===== src/rtl/dot_map_writer.sv =====
// Maze dot bitmap owner: accepts eat requests, tracks remaining dots, serves a registered row read.
// Optional feature macro POWER_PELLET_EN: flags eats of the four corner cells on pellet_hit.
module dot_map_writer #(
    parameter int unsigned ROWS  = 12,
    parameter int unsigned COLS  = 12,
    parameter int unsigned ROW_W = $clog2(ROWS),
    parameter int unsigned COL_W = $clog2(COLS),
    parameter int unsigned CNT_W = $clog2(ROWS * COLS + 1)
) (
    input  logic             Clk,
    input  logic             Reset,
    input  logic             start_level,
    input  logic             eat_valid,
    output logic             eat_ready,
    input  logic [ROW_W-1:0] eat_row,
    input  logic [COL_W-1:0] eat_col,
    output logic             eat_done,
    output logic             eat_hit,
    output logic             pellet_hit,
    input  logic [ROW_W-1:0] rd_row,
    output logic [COLS-1:0]  rd_data,
    output logic [CNT_W-1:0] remaining,
    output logic             level_clear,
    output logic             busy
);

    typedef enum logic [1:0] {StInit, StIdle, StUpdate} state_e;

    localparam logic [ROW_W-1:0] LAST_ROW = ROW_W'(ROWS - 1);
    localparam logic [CNT_W-1:0] TOTAL    = CNT_W'(ROWS * COLS);

    state_e           state;
    logic [ROW_W-1:0] init_row;
    logic [ROW_W-1:0] req_row;
    logic [COL_W-1:0] req_col;
    logic [COLS-1:0]  map [ROWS];

    logic req_in_range;
    logic rd_in_range;
    logic old_bit;
    logic hit;

    always_comb begin
        req_in_range = ({1'b0, req_row} < (ROW_W + 1)'(ROWS)) &&
                       ({1'b0, req_col} < (COL_W + 1)'(COLS));
        rd_in_range  = {1'b0, rd_row} < (ROW_W + 1)'(ROWS);
        // Out-of-range cells read as already eaten so they can never count as a hit.
        old_bit = 1'b1;
        if (req_in_range) begin
            old_bit = map[req_row][req_col];
        end
        hit = req_in_range && !old_bit;
    end

    assign eat_ready = (state == StIdle);
    assign busy      = (state == StInit);

`ifdef POWER_PELLET_EN
    logic req_pellet;
    assign req_pellet = (req_row == '0 || req_row == LAST_ROW) &&
                        (req_col == '0 || req_col == COL_W'(COLS - 1));
`else
    assign pellet_hit = 1'b0;
`endif

    always_ff @(posedge Clk) begin
        if (Reset) begin
            state       <= StInit;
            init_row    <= '0;
            req_row     <= '0;
            req_col     <= '0;
            eat_done    <= 1'b0;
            eat_hit     <= 1'b0;
            rd_data     <= '0;
            remaining   <= TOTAL;
            level_clear <= 1'b0;
`ifdef POWER_PELLET_EN
            pellet_hit  <= 1'b0;
`endif
        end else begin
            // Read port samples the pre-write map, giving read-before-write on collisions.
            rd_data     <= rd_in_range ? map[rd_row] : '0;
            level_clear <= (remaining == '0) && (state == StIdle);
            eat_done    <= 1'b0;
            eat_hit     <= 1'b0;
`ifdef POWER_PELLET_EN
            pellet_hit  <= 1'b0;
`endif
            if (start_level) begin
                state     <= StInit;
                init_row  <= '0;
                remaining <= TOTAL;
            end else begin
                unique case (state)
                    StInit: begin
                        map[init_row] <= '0;
                        if (init_row == LAST_ROW) begin
                            state <= StIdle;
                        end else begin
                            init_row <= init_row + 1'b1;
                        end
                    end
                    StIdle: begin
                        if (eat_valid) begin
                            req_row <= eat_row;
                            req_col <= eat_col;
                            state   <= StUpdate;
                        end
                    end
                    StUpdate: begin
                        if (hit) begin
                            map[req_row][req_col] <= 1'b1;
                            if (remaining != '0) begin
                                remaining <= remaining - 1'b1;
                            end
                        end
                        eat_done <= 1'b1;
                        eat_hit  <= hit;
`ifdef POWER_PELLET_EN
                        pellet_hit <= hit && req_pellet;
`endif
                        state <= StIdle;
                    end
                    default: state <= StInit;
                endcase
            end
        end
    end

endmodule


===== config.mk =====
export PLATFORM = sky130hd
export DESIGN_NAME = dot_map_writer
export DESIGN_NICKNAME = d
export VERILOG_FILES = /design/src/rtl/dot_map_writer.sv
export SDC_FILE = /design/constraint.sdc
export NUM_CORES = 1
export LEC_CHECK = 0
export BUFFER_PORTS_ARGS = -buffer_cell sky130_fd_sc_hd__buf_2
export CORE_MARGIN = 1.5
export CORE_UTILIZATION = 23
export CTS_CLUSTER_SIZE = 28
export DETAILED_ROUTE_END_ITERATION = 8
export PLACE_DENSITY = 0.39
export SETUP_SLACK_MARGIN = 0.02
export SLEW_MARGIN = 10
export SYNTH_ARGS = -nofsm -noshare
export SYNTH_HDL_FRONTEND = slang
export SYNTH_SLANG_ARGS = --single-unit

===== constraint.sdc =====
create_clock -name Clk -period 6.4 [get_ports Clk]
set_input_delay 0.96 -clock Clk [delete_from_list [all_inputs] [get_ports Clk]]
set_output_delay 0.96 -clock Clk [all_outputs]
set_load 0.03 [all_outputs]

Yosys cells after proc, flatten, opt, wreduce, memory -nomap -nowiden --
Memory sizes are Yosys's and may differ from the RTL's. A register that Yosys moved wholly into a read port is not among the register bits. Index checks and enable logic that the tools add are counted.
Operators by class: bitwise logic cells 4, eq/ne operators 5, muxes and demuxes 23, magnitude comparators 5, add/sub/neg operators 2, reduce and logical (&&, ||, !) cells 16
Operators by type and width (number):
- $mux 12 | 3
- $lt 4x4->1 const B | 3
- $mux 1 | 12
- $mux 4 | 3
- $reduce_or 12->1 | 1
- $logic_not 8->1 | 1
- $reduce_bool 8->1 | 1
- $sub 8x1->8 const B | 1
- $pmux 2 s3 | 1
- $reduce_and 3->1 | 2
- $lt 4x5->1 const B | 1
- $add 4x1->4 const B | 1
- $bmux 1 s4 | 1
- $demux 1 s4 | 1
- $eq 4x4->1 const B | 1
- $ge 4x1->1 const B | 1
- $logic_and 1x1->1 | 4
- $mux 2 | 2
- $not 1->1 | 4
- $reduce_and 2->1 | 2
- $reduce_or 2->1 | 2
- $reduce_or 3->1 | 1
- $eq 2x1->1 const B | 1
- $eq 2x2->1 const B | 1
- other kinds (4) | 4
Storage, ports and cells: word-level logic and storage cells 64, bits in writable memories 144, bits in registers 25, memories 1, output and inout bits 26, input bits 16
Memories:
- map | words 12, bits a word 12, read ports 2, clocked after memory_dff 2, wr ports 1, line 36 | logic [COLS-1:0] map [ROWS];

Longest topological paths before layout --
depth after elaboration 12, depth in mapped cells 13

Worst setup path before layout --
OpenSTA, ideal clock, no wires.
kind reg2reg, start point register (tool-made name), end point memory map[9][0], enable pin, setup time 300 ps, period minus slack after synthesis 3721 ps, arrival 3420 ps, path slack 2679 ps, data required time 6100 ps, stages on the path, launching flop included 12, cell sequence dfxtp_1 > buf_2 > buf_2 > mux4_2 > mux2_2 > a311oi_1 > o211ai_1 > a21oi_2 > buf_4 > a31oi_1 > buf_2 > nor2_1
RTL lines (line):
- end, declared | 36

==> flow_metrics.tcl <==
set metrics [dict create \
    run_status "completed" \
    count_of_cell_types_in_the_netlist 50 \
    timing.slew.headroom_pct 21.6 \
    layout.nets 784 \
    timing.setup.critical_path_class "flip-flop to flip-flop" \
    setup_viol_count_final 0 \
    start_util_pct 23.2 \
    antennaDiodeCount 0 \
    hold-worst-slack_ps 548 \
    synth-seq-cells 185 \
    worst_case_setup_margin_in_the_final_layout_ps 1670 \
    dpl_worst_slack_ps 1630 \
    post_route_cells_drive_above_1_share_pct 24.8 \
    final_period_minus_worst_setup_slack_ps 4730 \
    final-hold-violation-count 0 \
    postRouteWirelength_um 28800 \
    postPlaceCellArea_sq_mm 0.0101 \
    area.growth.synth_to_final_pct 15.5 \
    floorplan.rows 73 \
    cts_hold_repair.buffers 0 \
    worstPathArrival_ps 4850 \
    hpwl_um 18600 \
    max-clock-path-buffers 2 \
    worst_setup_hold_path_clk_slew_ps 70 \
    drt-wirelength-per-cell_um 22.1 \
    layout_worst_path_cycle_share_pct 73.9 \
    timing.critical_path.fanout_max 52 \
    clk_latency_ps 440 \
    worst_path_required_ps 6530 \
    via_count 6184 \
    final.setup.tns_ps 0 \
    mappedNetlistNets 755 \
    endpoint_kind "flip-flop" \
    die-area_sq_mm 0.0413 \
    grt_pass1_wl_um 43100 \
    first_pass_iters 4 \
    vdd_ir_drop_max_v 0.000152 \
    finalWeightedCongestion 0.783 \
    ys.flop_type "sky130_fd_sc_hd__edfxtp_1" \
    synth_top_cells_by_count "sky130_fd_sc_hd__nor2_1 (206), sky130_fd_sc_hd__edfxtp_1 (144), sky130_fd_sc_hd__mux4_2 (62)" \
    aggregate_global_route_resource_usage_pct 14.4 \
    die_w_um 203 \
    synth_top_cell_area_share_pct 47.0 \
    grt_max_degree 53 \
    grt_setup_unrepaired "no" \
    maxSlewViolCount 0 \
    part_of_the_yosys_area_used_for_sequential_elements_pct 55.9 \
    synth.area.top_cells "sky130_fd_sc_hd__edfxtp_1 (47%), sky130_fd_sc_hd__mux4_2 (15%), sky130_fd_sc_hd__dfxtp_1 (8.9%)" \
    cts_tree "built" \
    cap_viol_max_count 0 \
    finalClockSkew_ps 11.9 \
    overflow 0 \
    critical_path.cell_chain "buf_4 -> mux2_2 -> a222oi_1 -> a22oi_1 -> o41ai_2 -> nand2_1 -> a21oi_4 -> buf_12 -> a31oi_1 -> nor2_1" \
    cts-root-buf "sky130_fd_sc_hd__clkbuf_16" \
    design.portCount 42 \
    synth.largest_area_cell "sky130_fd_sc_hd__edfxtp_1" \
    share_of_synthesized_registers_carrying_an_async_set_or_reset_pct 0 \
    slowest_stage "sky130_fd_sc_hd__dfxtp_2" \
    number_of_enable_flip_flop_cells_after_synthesis 144 \
    via_per_inst 4.75 \
    die_h_um 203 \
    hold_path_class "flip-flop to flip-flop" \
    syn_area_per_cell_sq_um 12.5 \
    core_area_sq_mm 0.0396 \
    ys_warn_count 0 \
    p_per_area_mw_per_mm2 228 \
    final_antenna_net_count 0 \
    grt_antenna_before_repair 0 \
    synthesis.area_sq_mm 0.00921 \
    port-buffer-count 40 \
    total_leakage_power_nw 3.71 \
    startpoint_type "flip-flop" \
    cts.htree.levels 4 \
    tritoncts.num_buffers 17 \
    cts-resized-gates 0 \
    number_of_global_route_vias_before_repair 6313 \
    post_synth_inst_count 736 \
    finalInstanceArea_sq_mm 0.0106 \
    timing.fmax_mhz 212 \
    first_iter_violations 593 \
    drc 0 \
    leading_cell_type_by_number_of_instances_after_synthesis "sky130_fd_sc_hd__nor2_1" \
    cts_num_sinks 185 \
    postCtsSetupRepairBufs 0 \
    worstMarginPinSlew_ps 1170 \
    max_stage_delay_ps 770 \
]
kinds of logic after synthesis:
kind of cell / count (synthesis) / share of synthesized area [%]
multiplexers: 121 / 21.7
AO/OA/AOI/OAI: 73 / 5.12
XOR/XNOR: 4 / 0.380
other: 1 / 0.0407
AND/OR/NAND/NOR: 282 / 13.1
buffers and inverters: 67 / 3.38
adder cells (fa/ha/maj): 3 / 0.408
flip-flops: 185 / 55.9
sequential cells by signal, summed over array words and instances, names as in the netlist, named ones only:
signal and flops:
map 144, init_row 4, req_row 4, eat_hit 1, state 2, level_clear 1, req_col 4, rd_data 12
remaining 8, eat_done 1
worst max-delay path: cells and delay by family, from the launching register on:
family                 cells  cell delay, ps
AO/OA/AOI/OAI              5            1970
multiplexers               1             380
AND/OR/NAND/NOR            2             510
buffers and inverters      2             740
flip-flops                 1             770
area by class of cell:
class | count | area [sq um]
Multi-Input combinational cell | 484 | 3790
Timing Repair Buffer | 72 | 465
Fill cell | 4144 | 29000
Clock buffer | 22 | 464
Inverter | 5 | 18.8
Clock inverter | 10 | 92.6
Tap cell | 525 | 657
Sequential cell | 185 | 5150
metrics by stage:
stage | power (mW) | instances | util, %
finish | 2.43 | 1303 | 26.8
global route | 2.51 | 1303 | 26.8
CTS | 2.46 | 1303 | 26.8
detailed placement | 1.42 | 1271 | 25.4
global placement | 1.42 | 1271 | 25.4
floorplan | 1.38 | 736 | -
path summary, 6_finish.rpt:
kind                              startpoint           end  slack (ps)  depth (start not counted)
worst max-delay path               flip-flop     map[4][7]        1670                         10
worst min-delay path            remaining[1]  remaining[1]         550                          2
worst max register to register     flip-flop     map[4][7]        1670                         10
worst min register to register  remaining[1]  remaining[1]         550                          2
layer usage:
metal  part of all wire (%)  GRT usage (%)  vias up
met2                     48           23.3      128
met1                     47           19.9     3236
met4                    2.0           4.60        0
met5                      0              0        -
li1                       -              -     2787
met3                    3.0           2.05       33
layout by cell type, fill, tap and decap left out, types with 3 or more instances in the layout:
| cell | Yosys | layout |
|---|---|---|
| sky130_fd_sc_hd__buf_2 | 30 | 40 |
| sky130_fd_sc_hd__nand2b_1 | 13 | 13 |
| sky130_fd_sc_hd__clkinv_2 | 0 | 4 |
| sky130_fd_sc_hd__edfxtp_1 | 144 | 144 |
| sky130_fd_sc_hd__nor2b_1 | 8 | 8 |
| sky130_fd_sc_hd__nor2_1 | 206 | 206 |
| sky130_fd_sc_hd__a31o_2 | 5 | 5 |
| sky130_fd_sc_hd__nor4_1 | 5 | 5 |
| sky130_fd_sc_hd__o21ai_0 | 8 | 8 |
| sky130_fd_sc_hd__nand4_1 | 3 | 3 |
| sky130_fd_sc_hd__a21oi_1 | 29 | 28 |
| sky130_fd_sc_hd__inv_6 | 0 | 3 |
| sky130_fd_sc_hd__mux4_2 | 62 | 62 |
| sky130_fd_sc_hd__a31oi_1 | 10 | 8 |
| sky130_fd_sc_hd__dfxtp_1 | 41 | 38 |
| sky130_fd_sc_hd__nor3_1 | 15 | 15 |
| sky130_fd_sc_hd__clkbuf_16 | 0 | 17 |
| sky130_fd_sc_hd__clkbuf_1 | 24 | 3 |
| sky130_fd_sc_hd__a211oi_1 | 3 | 3 |
| sky130_fd_sc_hd__inv_1 | 4 | 4 |
| sky130_fd_sc_hd__a22oi_1 | 5 | 5 |
| sky130_fd_sc_hd__nand2_1 | 14 | 14 |
| sky130_fd_sc_hd__buf_4 | 2 | 30 |
| sky130_fd_sc_hd__mux2i_1 | 47 | 43 |
| sky130_fd_sc_hd__mux2_2 | 11 | 11 |
| sky130_fd_sc_hd__and3_1 | 5 | 5 |
| sky130_fd_sc_hd__dfxtp_2 | 0 | 3 |
| sky130_fd_sc_hd__ha_1 | 3 | 3 |
| sky130_fd_sc_hd__mux2i_2 | 0 | 4 |
power breakdown:
part	switching [mW]	internal (mW)	total, mW
combinational	0.0714	0.0342	0.106
sequential	0.00416	1.28	1.29
clock	0.475	0.559	1.03
Note: power is estimated with default switching activity, not from simulation.
